<file path="config.mk">
export PLATFORM = sky130hd
export DESIGN_NAME = encrypt_pipe
export DESIGN_NICKNAME = d
export VERILOG_FILES = /design/src/rtl/encrypt_pipe.sv
export SDC_FILE = /design/constraint.sdc
export NUM_CORES = 1
export LEC_CHECK = 0
export CAP_MARGIN = 20
export CORE_MARGIN = 2
export CORE_UTILIZATION = 45
export DETAILED_ROUTE_END_ITERATION = 8
export PLACE_DENSITY = 0.8
export SLEW_MARGIN = 10
export SYNTH_ARGS = -nofsm -noshare
export SYNTH_HDL_FRONTEND = slang
export SYNTH_SLANG_ARGS = --single-unit
</file>
<file path="constraint.sdc">
create_clock -name clk -period 3.35 [get_ports clk]
set_clock_uncertainty 0.15 [all_clocks]
set_input_delay 0.335 -clock clk [delete_from_list [all_inputs] [get_ports clk]]
set_output_delay 0.335 -clock clk [all_outputs]
set_load 0.005 [all_outputs]
</file>
<file path="src/rtl/encrypt_pipe.sv">
// rtl/encrypt_pipe.sv - three-stage byte cipher: alphabetic shift then XOR with fixed or rotating key.
// S1 captures the byte and its classification, S2 applies the shift, S3 XORs and owns key rotation.
module encrypt_pipe (
  input  logic       clk,
  input  logic       rst,
  input  logic       en,
  input  logic [7:0] din,
  input  logic [7:0] k1,
  input  logic [7:0] k2,
  input  logic [7:0] k3,
  input  logic [2:0] rot_freq,
  input  logic       shift_en,
  input  logic [3:0] shift_amt,
  input  logic       mode,
  output logic       v,
  output logic [7:0] dout
);

  logic       s1_v_q;
  logic [7:0] s1_byte_q;
  logic       s1_shen_q;
  logic [3:0] s1_amt_q;
  logic       s1_up_q;
  logic       s1_lo_q;

  logic       s2_v_q;
  logic [7:0] s2_byte_q;

  logic       v_q;
  logic [7:0] dout_q, dout_d;
  logic [2:0] cnt_q, cnt_d;
  logic [1:0] ptr_q, ptr_d;

  logic [7:0] base;
  logic [7:0] offset;
  logic [5:0] sum_raw;
  logic [5:0] sum_wrap;
  logic [7:0] shifted;
  logic [7:0] key_sel;

  always_ff @(posedge clk or posedge rst) begin
    if (rst) begin
      s1_v_q <= 1'b0;
      s2_v_q <= 1'b0;
      v_q    <= 1'b0;
      dout_q <= 8'h00;
      cnt_q  <= 3'd0;
      ptr_q  <= 2'd0;
    end else begin
      s1_v_q <= en;
      s2_v_q <= s1_v_q;
      v_q    <= s2_v_q;
      dout_q <= dout_d;
      cnt_q  <= cnt_d;
      ptr_q  <= ptr_d;
    end
  end

  // Payload registers carry no reset; the valid bits alone decide what is live.
  always_ff @(posedge clk) begin
    if (en) begin
      s1_byte_q <= din;
      s1_shen_q <= shift_en;
      s1_amt_q  <= shift_amt;
      s1_up_q   <= (din >= 8'h41) && (din <= 8'h5A);
      s1_lo_q   <= (din >= 8'h61) && (din <= 8'h7A);
    end
    if (s1_v_q) begin
      s2_byte_q <= shifted;
    end
  end

  // Offset is at most 25 and shift at most 15, so one subtraction of 26 covers the wrap.
  always_comb begin
    base     = s1_up_q ? 8'h41 : 8'h61;
    offset   = s1_byte_q - base;
    sum_raw  = {1'b0, offset[4:0]} + {2'b00, s1_amt_q};
    sum_wrap = (sum_raw >= 6'd26) ? (sum_raw - 6'd26) : sum_raw;
    shifted  = s1_byte_q;
    if (s1_shen_q && (s1_up_q || s1_lo_q)) begin
      shifted = base + {2'b00, sum_wrap};
    end
  end

  always_comb begin
    key_sel = k1;
    if (mode) begin
      case (ptr_q)
        2'd1:    key_sel = k2;
        2'd2:    key_sel = k3;
        default: key_sel = k1;
      endcase
    end
  end

  always_comb begin
    cnt_d  = cnt_q;
    ptr_d  = ptr_q;
    dout_d = dout_q;
    if (s2_v_q) begin
      dout_d = s2_byte_q ^ key_sel;
    end
    if (!mode) begin
      cnt_d = 3'd0;
      ptr_d = 2'd0;
    end else if (s2_v_q) begin
      if (cnt_q == rot_freq) begin
        cnt_d = 3'd0;
        ptr_d = (ptr_q == 2'd2) ? 2'd0 : ptr_q + 2'd1;
      end else begin
        cnt_d = cnt_q + 3'd1;
      end
    end
  end

  assign v    = v_q;
  assign dout = dout_q;

endmodule

</file>
; ---- Word level (Yosys, flattened, before mapping)
; Cells that the tools add are included.
[classes]
addsub = 6
n_mul = 0
n_div = 0
magnitude_cmp = 5
n_eq_ne = 5
shift = 0
n_mux = 12
bitwise_logic = 1
reduce_logical = 5
[op_table]
columns = op, n
row1 = 8-bit by 7-bit >= comparator with 1-bit output (second input constant), 2
row2 = 8-bit by 7-bit <= comparator with 1-bit output (second input constant), 2
row3 = 8-bit 2-to-1 mux, 2
row4 = 8-bit case mux with 2 select lines, 1
row5 = 6-bit 2-to-1 mux, 2
row6 = 3-bit 2-to-1 mux, 3
row7 = 7-bit by 6-bit adder with 8-bit output, 1
row8 = 2-bit 2-to-1 mux, 4
row9 = 8-bit XOR, 1
row10 = 5-bit by 4-bit adder with 6-bit output, 1
row11 = 6-bit by 5-bit >= comparator with 1-bit output (second input constant), 1
row12 = 6-bit by 5-bit subtractor with 6-bit output (second input constant), 1
row13 = 5-bit subtractor, 1
row14 = 2-bit by 1-bit != test with 1-bit output (second input constant), 2
row15 = 3-bit by 1-bit adder with 3-bit output (second input constant), 1
row16 = 3-bit equality test, 1
row17 = 1-bit logical AND, 3
row18 = 2-bit by 1-bit adder with 2-bit output (second input constant), 1
row19 = 2-bit by 1-bit equality test with 1-bit output (second input constant), 1
row20 = 2-bit equality test (second input constant), 1
row21 = 2-bit AND reduction, 1
row22 = 1-bit logical OR, 1
[word_totals]
reg_bits = 39
latchBits = 0
ramBits = 0
romBits = 0
inputBits = 44
out_inout_bits = 9
n_memories = 0

; ---- Longest topological paths before layout
; Gate-level depths: netlist (run 1).
[depth]
word_depth = 7
ltp_mapped = 14

; ---- Least setup slack after synthesis (run 1)
; No wires, ideal clock.
[synth_timing]
path_type = register -> register
startpoint = register s1_byte_q[0]
endpoint = register s2_byte_q[6] (data pin)
arrival_ps = 3221
path_slack_ps = -277
path_stages_with_launch = 15
path_buffers = 0
path_cell_list = edfxtp_1 > inv_1 > ha_1 > inv_1 > fa_1 > a21o_1 > a21oi_2 > xnor2_2 > o41a_4 > xnor2_1 > ha_1 > inv_1 > o41ai_4 > nand3_1 > a22o_1
[synth_via]
elab_chain_len = 6
elab_cells_between_ends = 7
[synth_rtl]
columns = element, line_no
row1 = "start, declared", 20  ; logic [7:0] s1_byte_q;
row2 = "start signal, assigned", 62  ; s1_byte_q <= din;
row3 = 5-bit subtractor *, 76  ; offset = s1_byte_q - base;
row4 = 5-bit by 4-bit adder with 6-bit output *, 77  ; sum_raw = {1'b0, offset[4:0]} + {2'b00, s1_amt_q};
row5 = 6-bit by 5-bit subtractor with 6-bit output or 6-bit by 5-bit >= comparator with 1-bit output (tied branches), 78  ; sum_wrap = (sum_raw >= 6'd26) ? (sum_raw - 6'd26) : sum_raw;
row6 = 6-bit 2-to-1 mux *, 78
row7 = 7-bit by 6-bit adder with 8-bit output *, 81  ; shifted = base + {2'b00, sum_wrap};
row8 = 8-bit 2-to-1 mux *, 80  ; if (s1_shen_q && (s1_up_q || s1_lo_q)) begin
row9 = net shifted[6], 38  ; logic [7:0] shifted;
row10 = "end signal, assigned", 69  ; s2_byte_q <= shifted;
row11 = "end, declared", 27  ; logic [7:0] s2_byte_q;
; Mark *: on every way through the listed nets, which the timed path passes. The rest lies on a longest branch.
; A chain may end at the register's enable or synchronous reset.

; ---- Final worst setup path (run 1)
; Ends and elaborated chain as after synthesis.

==> results.txt, run 1 <==
Status -> finished with violations
Failing checks -> negative setup slack
Number of remaining DRC errors -> 0
Post-layout min period -> 3.486 ns
Critical path origin -> s1_byte_q[0]$_DFFE_PP_
Synthesis-to-layout area growth -> 40.83%
Crit start category -> flop
# clock sinks -> 39
Gr usage total -> 0.1835
Initial drt markers -> 84
Post-DP HPWL -> 3789 um
Max Freq -> 286.9 MHz
Initial core utilization -> 0.4613
Worst setup EP type -> flop
Pwr dens -> 543.2 nW/um^2
Synthesized netlist cell count -> 222
CTS Hold Buffers Added -> 0
FF/Latch Area -> 1091 um^2
First-pass iteration count of the detailed router -> 4
Gr ovfl total -> 0
Fillers -> 405
Clock Latency Late Sink -> 0.30 ns
Switching Fraction -> 0.3134
Vias/cell -> 5.200
Power Internal -> 1222 uW
Slew Viols, Final -> 0
RR Endpoint -> s2_byte_q[6]$_DFFE_PP_
Clock power share -> 0.220
VDD IR max -> 0.2982 mV
Leakage dissipation -> 0.001292 uW
Critical R2R Launch -> s1_byte_q[0]$_DFFE_PP_
CTS Buffer Depth -> 2
Min setup slack post-route -> -0.1358 ns
Layout Cells excl Fill -> 365
Post-route ant nets -> 0
Via count -> 1898
Vias in the first global route -> 1843
Ys async rst share -> 0.4103
Buffers on Ports -> 52
CTS tree -> done
Post-Syn Nets -> 279
Crit Path Max Fanout -> 3
Synth warn -> 0
WL per Instance -> 13.96 um
Synth unique cells -> 48
Gp weighted congestion -> 0.8588
Worst r2r path cells -> 13
Layout Nets -> 351
EDFF count, synth -> 23
Critical Path RT -> 3.26 ns
Largest net degree at the start of global routing -> 26
Root buf cell -> clkbuf_8
Hold crit path type -> in -> async
Setup CP Type -> reg -> reg
I/O pins -> 53
Num rows -> 26
Die Y -> 75.90 um
# diodes -> 0
Area of the multi-input gates -> 1272 um^2
Final Hold Viols -> 0
Dpl cells -> 348
Global-route wire length before repair -> 7900 um
Syn Area/Cell -> 10.48 um^2
Die width -> 75.90 um
Slew @ Worst Pin -> 0.7195 ns
Maxcap violations -> 0
FF+latch count, synth -> 39
Final setup fails -> 4
Post-Syn Area -> 2326 um^2
Area after DPL -> 3047 um^2
Initial antenna violation count -> 0
Clock buffer count from CTS -> 5
Die area -> 5760 um^2
Slew HR -> 0.5204
RSZ-0062 raised after global routing -> true
Worst Setup EP -> s2_byte_q[6]$_DFFE_PP_
Share of post-route cells with drive strength above 1 -> 0.2000
Critical Path AT -> 3.40 ns
Fin area -> 3276 um^2
Post-Route WL -> 5097 um
H-tree depth -> 2
Reg-to-reg slack, setup -> -0.14 ns
Core Area -> 5042 um^2
Comb pwr share -> 0.435
Ys flop type -> edfxtp_1
Final Core Density -> 0.6496
Tcrit/Tclk final -> 1.041
Sw Pwr -> 557.7 uW
Clock Pin Slew Worst Setup and Hold Paths -> 0.08 ns
Sequential power share -> 0.345
Post-synthesis sequential area ratio -> 0.4691
[registers in the layout (all words and copies together) (netlist names)]
signal and count:
cnt_q 3, dout 8, ptr_q 2, s1_amt_q 4, s1_byte_q 8, s1_lo_q 1, s1_shen_q 1, s1_up_q 1
s1_v_q 1, s2_byte_q 8, s2_v_q 1, v 1
[layer usage]
layer | track usage | share of wire | up-vias
li1 | - | - | 947
met1 | 0.2047 | 0.40 | 882
met2 | 0.3352 | 0.51 | 60
met3 | 0.03836 | 0.067 | 9
met4 | 0.07797 | 0.018 | 0
met5 | 0 | 0 | -
[synthesized netlist by cell type (7+ instances only)]
library cell   n  area share
a21oi_1       14       0.030
a22oi_1        8       0.026
dfrtp_1       16        0.17
edfxtp_1      23        0.30
ha_1          12       0.065
inv_1         13       0.021
nand2_1       20       0.032
nor2_1        17       0.027
nor3_1         7       0.015
o21ai_0       16       0.034
xnor2_1       13       0.049
[kinds of logic after synthesis]
family | share of synthesized area
simple gates | 0.1442
compound gates | 0.1797
flops | 0.4691
xor+xnor | 0.09037
buf+inv | 0.03066
fa+ha+maj | 0.07316
mux | 0.01291
[critical path, stage by stage (launching register included)]
cell,delay [ns]
edfxtp_1,0.41
inv_2,0.11
ha_4,0.14
xor2_1,0.14
ha_2,0.34
or2_4,0.25
and4_4,0.19
o41a_4,0.48
xnor2_2,0.16
ha_2,0.22
inv_2,0.05
o41ai_4,0.31
nand3_1,0.11
a22o_1,0.19
[per-stage QoR]
stage / setup TNS, ns / hold slack, ns / worst slack [ns] / power [uW]
3_3_place_gp: -0.09567 / 0.3566 / -0.05980 / 1261
3_5_place_dp: -0.3762 / 0.3633 / -0.1249 / 1284
6_report: -0.2796 / 0.2583 / -0.1358 / 1779
2_1_floorplan: -0.02349 / 0.09874 / -0.02349 / 1047
5_1_grt: -0.7821 / 0.3140 / -0.2426 / 1880
4_1_cts: -0.2801 / 0.2739 / -0.09481 / 1702
[placed cells by master, fill, tap and decap left out, drive strengths merged, types with 2 or more instances in the layout]
master	Yosys	layout
a21oi	15	15
or4	2	2
nand3	5	5
a21o	2	2
clkbuf	6	5
nor3b	2	2
a22oi	8	8
xnor2	15	15
clkdlybuf4s50	0	52
or2	3	3
clkinv	0	2
a21boi	2	2
nor2b	3	3
dfrtp	16	16
ha	12	12
xor2	6	6
o2111ai	2	2
buf	0	19
mux2i	3	3
o21ai	18	18
o22ai	2	2
inv	13	13
nor3	7	7
nand2	20	20
edfxtp	23	23
and2	2	2
nor2	17	17
[final cells by class]
| cell class | instances | area share |
|---|---|---|
| Multi-Input combinational cell | 164 | 0.3885 |
| Tap cell | 70 | 0.02674 |
| Timing Repair Buffer | 71 | 0.2024 |
| Sequential cell | 39 | 0.3331 |
| Clock buffer | 5 | 0.02101 |
| Clock inverter | 3 | 0.01337 |
| Inverter | 13 | 0.01490 |
[power by group through the flow]
stage	Clock [uW]	Combinational, uW	Sequential [uW]
6_report	391	774	614
5_1_grt	415	842	623
4_1_cts	402	685	615
3_5_place_dp	0	659	626
3_3_place_gp	0	637	624
2_1_floorplan	0	427	620
[repair_timing]
| action | 4_1_cts | 5_1_grt |
|---|---|---|
| endpoints found under the setup margin | 4 | 5 |
| cloned | 0 | 0 |
| resized for setup | 3 | 12 |
| pin swaps | 4 | 12 |
| setup buffers | 4 | 5 |
| hold endpoints to repair | 0 | 0 |
[worst min-delay path by stage]
stage | startpoint | slack [ns] | cells past startpoint | to
2_1_floorplan | rst | 0.1 | 1 | cnt_q[0]$_DFFE_PP0P_
6_report | rst | 0.26 | 2 | dout[3]$_DFFE_PP0P_
5_1_grt | rst | 0.31 | 2 | dout[3]$_DFFE_PP0P_
3_3_place_gp | dout[0]$_DFFE_PP0P_ | 0.36 | 2 | dout[0]$_DFFE_PP0P_
4_1_cts | rst | 0.27 | 2 | dout[3]$_DFFE_PP0P_
3_5_place_dp | dout[6]$_DFFE_PP0P_ | 0.36 | 2 | dout[6]$_DFFE_PP0P_
Note: power is estimated with default switching activity, not from simulation.
==> run 2, diff against run 1 <==
- CTS_CLUSTER_SIZE: not set -> 24
==> results of run 2 <==
Same layout as run 1: the final DEF is identical, and so are final timing and power.
